<file path="config.mk">
export PLATFORM = sky130hd
export DESIGN_NAME = c7b_biu_rd_mux_flat
export DESIGN_NICKNAME = d
export VERILOG_FILES = /design/src/rtl/c7b_biu_pkg.sv /design/src/rtl/c7b_biu_rd_mux_if.sv /design/src/rtl/c7b_rr_arb.sv /design/src/rtl/c7b_biu_rd_mux.sv /design/src/flat_wrapper.sv
export SDC_FILE = /design/constraint.sdc
export NUM_CORES = 1
export LEC_CHECK = 0
export CORE_UTILIZATION = 45
export CTS_BUF_LIST = sky130_fd_sc_hd__clkbuf_2
export DETAILED_ROUTE_END_ITERATION = 6
export HOLD_SLACK_MARGIN = 0.02
export PLACE_DENSITY = 0.89
export REMOVE_ABC_BUFFERS = 1
export SLEW_MARGIN = 20
export SYNTH_ARGS = -nofsm -noshare
export SYNTH_HDL_FRONTEND = slang
export SYNTH_HIERARCHICAL = 1
export SYNTH_SLANG_ARGS = --single-unit
</file>
<file path="constraint.sdc">
create_clock -name clk -period 8 [get_ports clk]
set_clock_uncertainty 0.15 [all_clocks]
set_input_delay 1.6 -clock clk [delete_from_list [all_inputs] [get_ports clk]]
set_output_delay 1.6 -clock clk [all_outputs]
set_load 0.005 [all_outputs]
</file>
<file path="src/rtl/c7b_biu_pkg.sv">
// rtl/c7b_biu_pkg.sv - AXI read-channel constants shared by the BIU read front-end
package c7b_biu_pkg;

  localparam int ARLEN_W  = 8;
  localparam int ARSIZE_W = 3;

  localparam logic [1:0] AXI_BURST_INCR = 2'b01;

  localparam logic [1:0] AXI_RESP_OKAY   = 2'b00;
  localparam logic [1:0] AXI_RESP_EXOKAY = 2'b01;
  localparam logic [1:0] AXI_RESP_SLVERR = 2'b10;
  localparam logic [1:0] AXI_RESP_DECERR = 2'b11;

  function automatic logic resp_is_err(input logic [1:0] resp);
    logic err;
    case (resp)
      AXI_RESP_OKAY, AXI_RESP_EXOKAY:   err = 1'b0;
      AXI_RESP_SLVERR, AXI_RESP_DECERR: err = 1'b1;
      default:                          err = 1'b0;
    endcase
    return err;
  endfunction

endpackage

</file>
<file path="src/rtl/c7b_biu_rd_mux_if.sv">
// rtl/c7b_biu_rd_mux_if.sv - requestor, AR and R signal bundle of the N-port read front-end
interface c7b_biu_rd_mux_if #(
  parameter int NPORT = 2,
  parameter int AW    = 32,
  parameter int DW    = 32,
  parameter int IDW   = 4
);
  import c7b_biu_pkg::*;

  logic [NPORT-1:0]          req_valid;
  logic [NPORT*AW-1:0]       req_addr;
  logic [NPORT*ARLEN_W-1:0]  req_len;
  logic [NPORT*ARSIZE_W-1:0] req_size;
  logic [NPORT-1:0]          req_cancel;
  logic [NPORT-1:0]          req_ack;
  logic [NPORT-1:0]          rsp_valid;
  logic [DW-1:0]             rsp_data;
  logic                      rsp_last;
  logic                      rsp_err;
  logic                      err_unexp;

  logic                      ar_valid;
  logic                      ar_ready;
  logic [IDW-1:0]            ar_id;
  logic [AW-1:0]             ar_addr;
  logic [ARLEN_W-1:0]        ar_len;
  logic [ARSIZE_W-1:0]       ar_size;
  logic [1:0]                ar_burst;

  logic                      r_valid;
  logic                      r_ready;
  logic [IDW-1:0]            r_id;
  logic [DW-1:0]             r_data;
  logic [1:0]                r_resp;
  logic                      r_last;

  // slave: the read front-end itself; master: requestors plus AXI slave side
  modport slave (
    input  req_valid, req_addr, req_len, req_size, req_cancel,
    output req_ack, rsp_valid, rsp_data, rsp_last, rsp_err, err_unexp,
    output ar_valid, ar_id, ar_addr, ar_len, ar_size, ar_burst,
    input  ar_ready,
    input  r_valid, r_id, r_data, r_resp, r_last,
    output r_ready
  );

  modport master (
    output req_valid, req_addr, req_len, req_size, req_cancel,
    input  req_ack, rsp_valid, rsp_data, rsp_last, rsp_err, err_unexp,
    input  ar_valid, ar_id, ar_addr, ar_len, ar_size, ar_burst,
    output ar_ready,
    output r_valid, r_id, r_data, r_resp, r_last,
    input  r_ready
  );

endinterface

</file>
<file path="src/rtl/c7b_rr_arb.sv">
// rtl/c7b_rr_arb.sv - round-robin arbiter, one-hot grant, priority rotates past each winner
module c7b_rr_arb #(
  parameter int N = 2
) (
  input  logic         clk,
  input  logic         rst,
  input  logic [N-1:0] i_req,
  input  logic         i_advance,
  output logic [N-1:0] o_gnt
);

  localparam int PW = (N > 1) ? $clog2(N) : 1;

  logic [PW-1:0] r_ptr;
  logic [PW-1:0] w_win;
  logic          w_any;

  always_comb begin
    int j;
    j     = 0;
    o_gnt = '0;
    w_win = '0;
    w_any = 1'b0;
    for (int i = 0; i < N; i++) begin
      j = int'(r_ptr) + i;
      if (j >= N) j = j - N;
      if (!w_any && i_req[j]) begin
        o_gnt[j] = 1'b1;
        w_win    = PW'(j);
        w_any    = 1'b1;
      end
    end
  end

  always_ff @(posedge clk or posedge rst) begin
    if (rst) begin
      r_ptr <= '0;
    end else if (i_advance && w_any) begin
      r_ptr <= (w_win == PW'(N - 1)) ? '0 : w_win + PW'(1);
    end
  end

endmodule

</file>
<file path="src/rtl/c7b_biu_rd_mux.sv">
// rtl/c7b_biu_rd_mux.sv - N-port AXI read front-end: RR onto one AR slot, R routing by ARID, cancel with drain
module c7b_biu_rd_mux #(
  parameter int NPORT  = 2,
  parameter int AW     = 32,
  parameter int DW     = 32,
  parameter int IDW    = 4,
  parameter int MAXOUT = 4
) (
  input logic             clk,
  input logic             reset,
  c7b_biu_rd_mux_if.slave bus
);
  import c7b_biu_pkg::*;

  localparam int CW = $clog2(MAXOUT) + 1;
  localparam int PW = (NPORT > 1) ? $clog2(NPORT) : 1;

  logic [CW-1:0]       r_outst [NPORT];
  logic [CW-1:0]       r_drain [NPORT];
  logic                r_ar_valid;
  logic [IDW-1:0]      r_ar_id;
  logic [AW-1:0]       r_ar_addr;
  logic [ARLEN_W-1:0]  r_ar_len;
  logic [ARSIZE_W-1:0] r_ar_size;
  logic [NPORT-1:0]    r_rsp_valid;
  logic [DW-1:0]       r_rsp_data;
  logic                r_rsp_last;
  logic                r_rsp_err;
  logic                r_err_unexp;

  logic                w_slot_free;
  logic [NPORT-1:0]    w_elig;
  logic [NPORT-1:0]    w_gnt;
  logic [NPORT-1:0]    w_ack;
  logic [NPORT-1:0]    w_hit;
  logic [NPORT-1:0]    w_deliver;
  logic [CW-1:0]       w_outst_nxt [NPORT];
  logic [PW-1:0]       w_win_idx;
  logic [AW-1:0]       w_win_addr;
  logic [ARLEN_W-1:0]  w_win_len;
  logic [ARSIZE_W-1:0] w_win_size;

  c7b_rr_arb #(.N(NPORT)) u_arb (
    .clk       (clk),
    .rst       (reset),
    .i_req     (w_elig),
    .i_advance (w_slot_free),
    .o_gnt     (w_gnt)
  );

  always_comb begin
    w_slot_free = ~r_ar_valid | bus.ar_ready;
    w_ack       = (w_slot_free && !reset) ? w_gnt : '0;
    w_win_idx   = '0;
    w_win_addr  = '0;
    w_win_len   = '0;
    w_win_size  = '0;
    for (int p = 0; p < NPORT; p++) begin
      w_elig[p] = bus.req_valid[p] & ~bus.req_cancel[p] &
                  (r_outst[p] < CW'(MAXOUT)) & (r_drain[p] == '0);
      // Out-of-range IDs match no port and therefore count as unexpected
      w_hit[p]     = bus.r_valid & (bus.r_id == IDW'(p)) & (r_outst[p] != '0);
      w_deliver[p] = w_hit[p] & (r_drain[p] == '0) & ~bus.req_cancel[p];
      w_outst_nxt[p] = r_outst[p] + CW'(w_ack[p]) - CW'(w_hit[p] & bus.r_last);
      if (w_gnt[p]) begin
        w_win_idx  = PW'(p);
        w_win_addr = bus.req_addr[p*AW +: AW];
        w_win_len  = bus.req_len[p*ARLEN_W +: ARLEN_W];
        w_win_size = bus.req_size[p*ARSIZE_W +: ARSIZE_W];
      end
    end
  end

  always_ff @(posedge clk or posedge reset) begin
    if (reset) begin
      r_ar_valid <= 1'b0;
      r_ar_id    <= '0;
      r_ar_addr  <= '0;
      r_ar_len   <= '0;
      r_ar_size  <= '0;
    end else if (w_slot_free) begin
      r_ar_valid <= |w_ack;
      if (|w_ack) begin
        r_ar_id   <= IDW'(w_win_idx);
        r_ar_addr <= w_win_addr;
        r_ar_len  <= w_win_len;
        r_ar_size <= w_win_size;
      end
    end
  end

  // A cancel snapshots the post-update count, so the burst still parked in the AR slot is drained too
  always_ff @(posedge clk or posedge reset) begin
    if (reset) begin
      for (int p = 0; p < NPORT; p++) begin
        r_outst[p] <= '0;
        r_drain[p] <= '0;
      end
    end else begin
      for (int p = 0; p < NPORT; p++) begin
        r_outst[p] <= w_outst_nxt[p];
        if (bus.req_cancel[p]) begin
          r_drain[p] <= w_outst_nxt[p];
        end else if (w_hit[p] && bus.r_last && r_drain[p] != '0) begin
          r_drain[p] <= r_drain[p] - CW'(1);
        end
      end
    end
  end

  always_ff @(posedge clk or posedge reset) begin
    if (reset) begin
      r_rsp_valid <= '0;
      r_rsp_data  <= '0;
      r_rsp_last  <= 1'b0;
      r_rsp_err   <= 1'b0;
      r_err_unexp <= 1'b0;
    end else begin
      r_rsp_valid <= w_deliver;
      r_rsp_last  <= (|w_deliver) & bus.r_last;
      r_rsp_err   <= (|w_deliver) & resp_is_err(bus.r_resp);
      if (|w_deliver) r_rsp_data <= bus.r_data;
      if (bus.r_valid && !(|w_hit)) r_err_unexp <= 1'b1;
    end
  end

  assign bus.req_ack   = w_ack;
  assign bus.rsp_valid = r_rsp_valid;
  assign bus.rsp_data  = r_rsp_data;
  assign bus.rsp_last  = r_rsp_last;
  assign bus.rsp_err   = r_rsp_err;
  assign bus.err_unexp = r_err_unexp;
  assign bus.ar_valid  = r_ar_valid;
  assign bus.ar_id     = r_ar_id;
  assign bus.ar_addr   = r_ar_addr;
  assign bus.ar_len    = r_ar_len;
  assign bus.ar_size   = r_ar_size;
  assign bus.ar_burst  = AXI_BURST_INCR;
  assign bus.r_ready   = 1'b1;

endmodule

</file>
<file path="src/flat_wrapper.sv">
// flat-port wrapper written by rule: the top's interface ports become plain ports
module c7b_biu_rd_mux_flat import c7b_biu_pkg::*;
#(
  parameter int NPORT  = 2,
  parameter int AW     = 32,
  parameter int DW     = 32,
  parameter int IDW    = 4,
  parameter int MAXOUT = 4
)
  (clk, reset, bus_req_valid, bus_req_addr, bus_req_len, bus_req_size, bus_req_cancel, bus_req_ack, bus_rsp_valid, bus_rsp_data, bus_rsp_last, bus_rsp_err, bus_err_unexp, bus_ar_valid, bus_ar_id, bus_ar_addr, bus_ar_len, bus_ar_size, bus_ar_burst, bus_ar_ready, bus_r_valid, bus_r_id, bus_r_data, bus_r_resp, bus_r_last, bus_r_ready);
  c7b_biu_rd_mux_if #(.NPORT(NPORT), .AW(AW), .DW(DW), .IDW(IDW)) bus_i ();
  input logic clk;
  input logic reset;
  input wire logic [$bits(bus_i.req_valid)-1:0] bus_req_valid;
  input wire logic [$bits(bus_i.req_addr)-1:0] bus_req_addr;
  input wire logic [$bits(bus_i.req_len)-1:0] bus_req_len;
  input wire logic [$bits(bus_i.req_size)-1:0] bus_req_size;
  input wire logic [$bits(bus_i.req_cancel)-1:0] bus_req_cancel;
  output wire logic [$bits(bus_i.req_ack)-1:0] bus_req_ack;
  output wire logic [$bits(bus_i.rsp_valid)-1:0] bus_rsp_valid;
  output wire logic [$bits(bus_i.rsp_data)-1:0] bus_rsp_data;
  output wire logic [$bits(bus_i.rsp_last)-1:0] bus_rsp_last;
  output wire logic [$bits(bus_i.rsp_err)-1:0] bus_rsp_err;
  output wire logic [$bits(bus_i.err_unexp)-1:0] bus_err_unexp;
  output wire logic [$bits(bus_i.ar_valid)-1:0] bus_ar_valid;
  output wire logic [$bits(bus_i.ar_id)-1:0] bus_ar_id;
  output wire logic [$bits(bus_i.ar_addr)-1:0] bus_ar_addr;
  output wire logic [$bits(bus_i.ar_len)-1:0] bus_ar_len;
  output wire logic [$bits(bus_i.ar_size)-1:0] bus_ar_size;
  output wire logic [$bits(bus_i.ar_burst)-1:0] bus_ar_burst;
  input wire logic [$bits(bus_i.ar_ready)-1:0] bus_ar_ready;
  input wire logic [$bits(bus_i.r_valid)-1:0] bus_r_valid;
  input wire logic [$bits(bus_i.r_id)-1:0] bus_r_id;
  input wire logic [$bits(bus_i.r_data)-1:0] bus_r_data;
  input wire logic [$bits(bus_i.r_resp)-1:0] bus_r_resp;
  input wire logic [$bits(bus_i.r_last)-1:0] bus_r_last;
  output wire logic [$bits(bus_i.r_ready)-1:0] bus_r_ready;
  assign bus_i.req_valid = bus_req_valid;
  assign bus_i.req_addr = bus_req_addr;
  assign bus_i.req_len = bus_req_len;
  assign bus_i.req_size = bus_req_size;
  assign bus_i.req_cancel = bus_req_cancel;
  assign bus_req_ack = bus_i.req_ack;
  assign bus_rsp_valid = bus_i.rsp_valid;
  assign bus_rsp_data = bus_i.rsp_data;
  assign bus_rsp_last = bus_i.rsp_last;
  assign bus_rsp_err = bus_i.rsp_err;
  assign bus_err_unexp = bus_i.err_unexp;
  assign bus_ar_valid = bus_i.ar_valid;
  assign bus_ar_id = bus_i.ar_id;
  assign bus_ar_addr = bus_i.ar_addr;
  assign bus_ar_len = bus_i.ar_len;
  assign bus_ar_size = bus_i.ar_size;
  assign bus_ar_burst = bus_i.ar_burst;
  assign bus_i.ar_ready = bus_ar_ready;
  assign bus_i.r_valid = bus_r_valid;
  assign bus_i.r_id = bus_r_id;
  assign bus_i.r_data = bus_r_data;
  assign bus_i.r_resp = bus_r_resp;
  assign bus_i.r_last = bus_r_last;
  assign bus_r_ready = bus_i.r_ready;
  c7b_biu_rd_mux #(.NPORT(NPORT), .AW(AW), .DW(DW), .IDW(IDW), .MAXOUT(MAXOUT)) u_core (.clk(clk), .reset(reset), .bus(bus_i));
endmodule
</file>
# After elaboration in Yosys (flattened, before gate mapping)
# Cells that the tools add are included.
# word_totals
register_bits	95
input_bits	133
output_inout_bits	90
word_cells	121
# op_classes
n_addsub	10
n_lt_le_gt_ge	8
n_eq_ne	4
n_mux	32
n_bitwise	23
n_reduce_logical	29
# op_table
op	n
$mux W32	4
$ge A32 B1 Y1 const B	2
$lt A32 B3 Y1 const B	2
$and A1 B1 Y1	18
$mux W3	6
$mux W8	2
$mux W1	14
$reduce_bool A3 Y1	4
$logic_and A1 B1 Y1	10
$reduce_or A2 Y1	5
$add A3 B1 Y3	2
$logic_not A3 Y1	2
$lt A3 B3 Y1 const B	2
$mux W2	3
$sub A3 B1 Y3 const B	2
$sub A3 B3 Y3	2
$eq A2 B2 Y1 const B	2
$eq A4 B1 Y1 const B	1
$logic_not A4 Y1	1
$reduce_bool A2 Y1	2
$logic_not A1 Y1	3
$not A1 Y1	3
$sub A1 B2 Y3 const B	1
$sub A2 B2 Y3 const B	1
11 further kinds	12

# Depth between registers and ports, before layout
# logic_depth
depth_word	15
depth_mapped	15
ltp_nobuf	13

# Hierarchy
# Netlist, hierarchy kept.
# by_module_without_submodules
mod	instances	cells_each	area_per_inst_um2	seq_area_each_um2
c7b_biu_rd_mux	1	353	4356.7	2352.3
c7b_rr_arb	1	7	58.8	25.0

# Worst setup path before layout
# No wires, ideal clock.
# synth_timing
path_kind	input port to output port
startpoint	input port reset
endpoint	output port bus_req_ack[0]
arrival_ns	4.032
required_ns	6.250
setup_slack_ns	2.218
stages	2
n_path_buf	0
cell_sequence	inv_1 -> and3_1
# synth_between
elab_chain_len	3
# synth_lines
element	line	text
start: declaration	flat_wrapper.sv:13	input logic reset;
$logic_not A1 Y1	c7b_biu_rd_mux.sv:53	w_ack = (w_slot_free && !reset) ? w_gnt : '0;
$logic_and A1 B1 Y1	c7b_biu_rd_mux.sv:53	
$mux W2	c7b_biu_rd_mux.sv:53	
end: declaration	flat_wrapper.sv:19	output wire logic [$bits(bus_i.req_ack)-1:0] bus_req_ack;
# No other way between the ends.

# Final worst setup path
# layout_timing
startpoint	input port bus_req_cancel[1]
endpoint	output port bus_req_ack[1]
# layout_between
elab_chain_len	12
word_cells_on_any_way	17
# layout_lines
element	line	text
start: declaration	flat_wrapper.sv:18	input wire logic [$bits(bus_i.req_cancel)-1:0] bus_req_cancel;
$not A1 Y1 (*)	c7b_biu_rd_mux.sv:59	w_elig[p] = bus.req_valid[p] & ~bus.req_cancel[p] &
$and A1 B1 Y1 (*) (2 in a row)	c7b_biu_rd_mux.sv:59	
$and A1 B1 Y1 (*)	c7b_biu_rd_mux.sv:60	(r_outst[p] < CW'(MAXOUT)) & (r_drain[p] == '0);
via u_core.w_elig[1]	c7b_biu_rd_mux.sv:32	logic [NPORT-1:0] w_elig;
$mux W1 (not written as such) (3 in a row)	c7b_rr_arb.sv:27	if (!w_any && i_req[j]) begin
$mux W1	c7b_rr_arb.sv:27	
$logic_not A1 Y1	c7b_rr_arb.sv:27	
$logic_and A1 B1 Y1	c7b_rr_arb.sv:27	
$mux W2 (*)	c7b_rr_arb.sv:27	
via u_core.w_gnt[1]	c7b_biu_rd_mux.sv:33	logic [NPORT-1:0] w_gnt;
$mux W2 (*)	c7b_biu_rd_mux.sv:53	
# Mark *: on every way through the listed nets, which the timed path passes. The rest lies on a longest branch. The select of a mux whose other input is x is not followed.

==> flow_summary_export.csv <==
group,metric,value,unit
cells_and_area,ff_latch_area,0.00238,mm²
global_route,grt_pass1_wl,19300,µm
sta,setup-tns-final,0,ns
setup_path,startpoint_type,"input port",
clock_tree,cts_resized,0,
power_and_ir_drop,power.density,225,mW/mm²
global_route,antenna_found_initial,0,
global_route,track_usage,24.8,%
detailed_routing,drc,0,
sta,period_minus_slack,6.62,ns
synth,syn_inst,360,
synth,ys_seq_area_share,53.8,%
sta,fin_crit_sh,82.7,%
detailed_routing,wl_per_cell,17.7,µm
detailed_routing,via_count,3798,
placement,port_buffers,215,
setup_path,required,6.25,ns
power_and_ir_drop,ir_drop,0.132,mV
synth,synth.distinct_cells,43,
synth,syn_area,0.00442,mm²
power_and_ir_drop,finalPower,1.53,mW
sta,max_freq,151,MHz
sta,setup_violations,0,
detailed_routing,vias_per_cell,5.41,
clock_tree,cts_root_buffer,"clkbuf_2",
synth,ys_ff_latch,95,
clock_tree,htree_num_levels,3,
floorplan,io_pins,223,
floorplan,die_x,101,µm
cells_and_area,fillerInstances,689,
sta,finalMaxSlewViolations,0,
synth,postSynthAreaPerCell,12.3,µm²
cells_and_area,multi_input_area,0.00183,mm²
floorplan,core_area,0.00937,mm²
cells_and_area,final_nets,711,
placement,post-dp-hpwl,9190,µm
global_route,grt_max_degree,58,
cells_and_area,final_core_util,72.6,%
clock_tree,numCtsBuffers,9,
cells_and_area,drive_gt1_share,11.9,%
status,status,"complete, no violations",
sta,rsz0062_at_grt,"no",
floorplan,die_h,101,µm
hold_path,hold_class,"reg2reg",
clock_tree,clockBufferDepth,2,
clock_tree,clock_sinks,95,
sta,hold_viol,0,
synth,synth-async-reset-ratio,100,%
floorplan,row_count,35,
placement,place.gp.congestion,0.775,
sta,worst_slew_pin_slew,0.742,ns
synth,synth-main-ff-cell,"dfrtp_1",
sta,slew_headroom,50.3,%
detailed_routing,final_antenna_net_count,0,
setup_path,crit_type,"in2out",
synth,synth_edf_count,0,
clock_tree,post-cts-setup-buffer-count,0,
clock_tree,ctsHoldBuffers,0,
run,cap_violations,0,
setup_path,end_kind,"primary output",
global_route,grt.overflow.total,0,
floorplan,die_area,0.0102,mm²
clock_tree,cts_tree,"yes",
setup_path,arrival,4.87,ns
cells_and_area,areaGrowthSynthToFinish,54.0,%
detailed_routing,initialDrtViolationCount,142,
clock_tree,clk_pin_slew,0.25,ns
global_route,grt_pass1_vias,4068,
cells_and_area,n_antenna_cell,0,
power_and_ir_drop,power.leakage,2.85,nW
detailed_routing,first_pass_iters,4,
detailed_routing,routed_wl,12400,µm
synth,yosysWarningCount,6,
floorplan,initial_core_util,47.1,%
setup_path,worstPathMaxFanout,47,
clock_tree,clkLatencyLatePin,0.52,ns
-- metrics by stage --
| step | hold WS (ns) | cells | area [µm²] | setup slack [ns] |
|---|---|---|---|---|
| 3_5_place_dp | 0.319 | 685 | 6660 | 1.40 |
| 2_1_floorplan | 0.316 | 334 | 4270 | 1.26 |
| 5_1_grt | 0.379 | 702 | 6800 | 1.22 |
| 3_3_place_gp | 0.304 | 685 | 6660 | 1.45 |
| 4_1_cts | 0.374 | 701 | 6770 | 1.40 |
| 6_report | 0.363 | 702 | 6800 | 1.38 |
-- routing by layer --
layer / GRT usage [%] / up-vias / wire length, µm
met2: 45.8 / 172 / 6750
met4: 9.03 / 0 / 218
met5: 0 / - / 0
li1: - / 1724 / -
met3: 5.41 / 22 / 813
met1: 27.7 / 1880 / 4640
-- sequential cells by signal (all words and copies together) (netlist names), named ones only --
signal                count
u_core/bus.ar_addr       32
u_core/bus.rsp_data      32
u_core/bus.ar_len         8
u_core/r_drain            6
u_core/r_outst            6
u_core/bus.ar_size        3
u_core/bus.rsp_valid      2
u_core/bus.ar_id          1
u_core/bus.ar_valid       1
u_core/bus.err_unexp      1
u_core/bus.rsp_err        1
u_core/bus.rsp_last       1
-- cell usage in the layout, fill, tap and decap left out, types with 10 or more instances in the layout --
cell type / netlist / routed
o21ai_0: 12 / 12
inv_1: 22 / 21
a31oi_1: 10 / 10
mux2_4: 14 / 14
a22oi_1: 43 / 43
nor2_1: 11 / 11
o2bb2ai_1: 33 / 33
clkdlybuf4s50_1: 0 / 215
nor2b_1: 12 / 11
mux2_2: 20 / 20
dfrtp_1: 95 / 95
-- worst max-delay path, cell delays in order --
cell and delay (ns):
clkdlybuf4s50_1 0.53, or3b_2 0.58, nor3b_1 0.38, a21boi_4 0.23, buf_4 0.43, inv_1 0.12
nor3_1 0.23, buf_4 0.23, clkdlybuf4s50_1 0.52
-- final timing paths --
path	to	cells after the start	start	slack [ns]
min in group asynchronous	asynchronous set/reset pin	2	reset	1.21
worst min-delay path	u_core/bus.err_unexp	1	u_core/bus.err_unexp	0.36
worst max register to register	u_core/r_drain[2]	14	u_core/r_drain[0]	3.84
worst min register to register	u_core/bus.err_unexp	1	u_core/bus.err_unexp	0.36
max in group asynchronous	u_core/bus.rsp_data[0]	3	reset	5.23
worst max-delay path	bus_req_ack[1]	9	bus_req_cancel[1]	1.38
-- cells in the mapped netlist, types with 3 or more instances --
master	count	share of area (%)
mux2_2	20	5.1
xnor2_1	6	1.2
mux2_4	14	4.8
buf_6	4	1.0
nor2_1	11	0.94
buf_4	6	1.0
a31oi_1	10	1.4
clkbuf_1	20	1.7
inv_1	22	1.9
nand2_1	7	0.60
ha_1	8	2.3
o2bb2ai_1	33	6.5
nor3b_1	3	0.51
a21oi_1	3	0.34
o21ai_0	12	1.4
nor2b_1	12	1.7
dfrtp_1	95	54
a22oi_1	43	7.3
nor3_1	3	0.34
-- cell families (layout without fill, tap and decap cells) --
group / after synthesis / count (layout) / share of synthesized area, %
AOI/OAI and AO/OA: 114 / 114 / 19.7
xor gates and xnor gates: 6 / 6 / 1.19
adders and majority gates: 10 / 10 / 3.17
buffers and inverters: 52 / 261 / 5.61
DFF: 95 / 95 / 53.8
muxes: 35 / 35 / 10.1
other: 2 / 6 / 0.170
and+or+nand+nor: 46 / 46 / 6.21
-- area by class of cell --
class,count,share of cell area (%)
Multi-Input combinational cell,217,26.9
Sequential cell,95,35.0
Clock buffer,9,0.662
Clock inverter,7,1.03
Tap cell,129,2.37
Inverter,22,1.25
Timing Repair Buffer,223,32.8
-- power breakdown --
group	leakage [nW]	switching (mW)	internal, mW	total [mW]
Sequential	1.20	0.0875	0.616	0.704
Clock	0.0741	0.163	0.0734	0.236
Combinational	1.57	0.211	0.380	0.591
Total	2.85	0.461	1.07	1.53
Note: power is estimated with default switching activity, not from simulation.
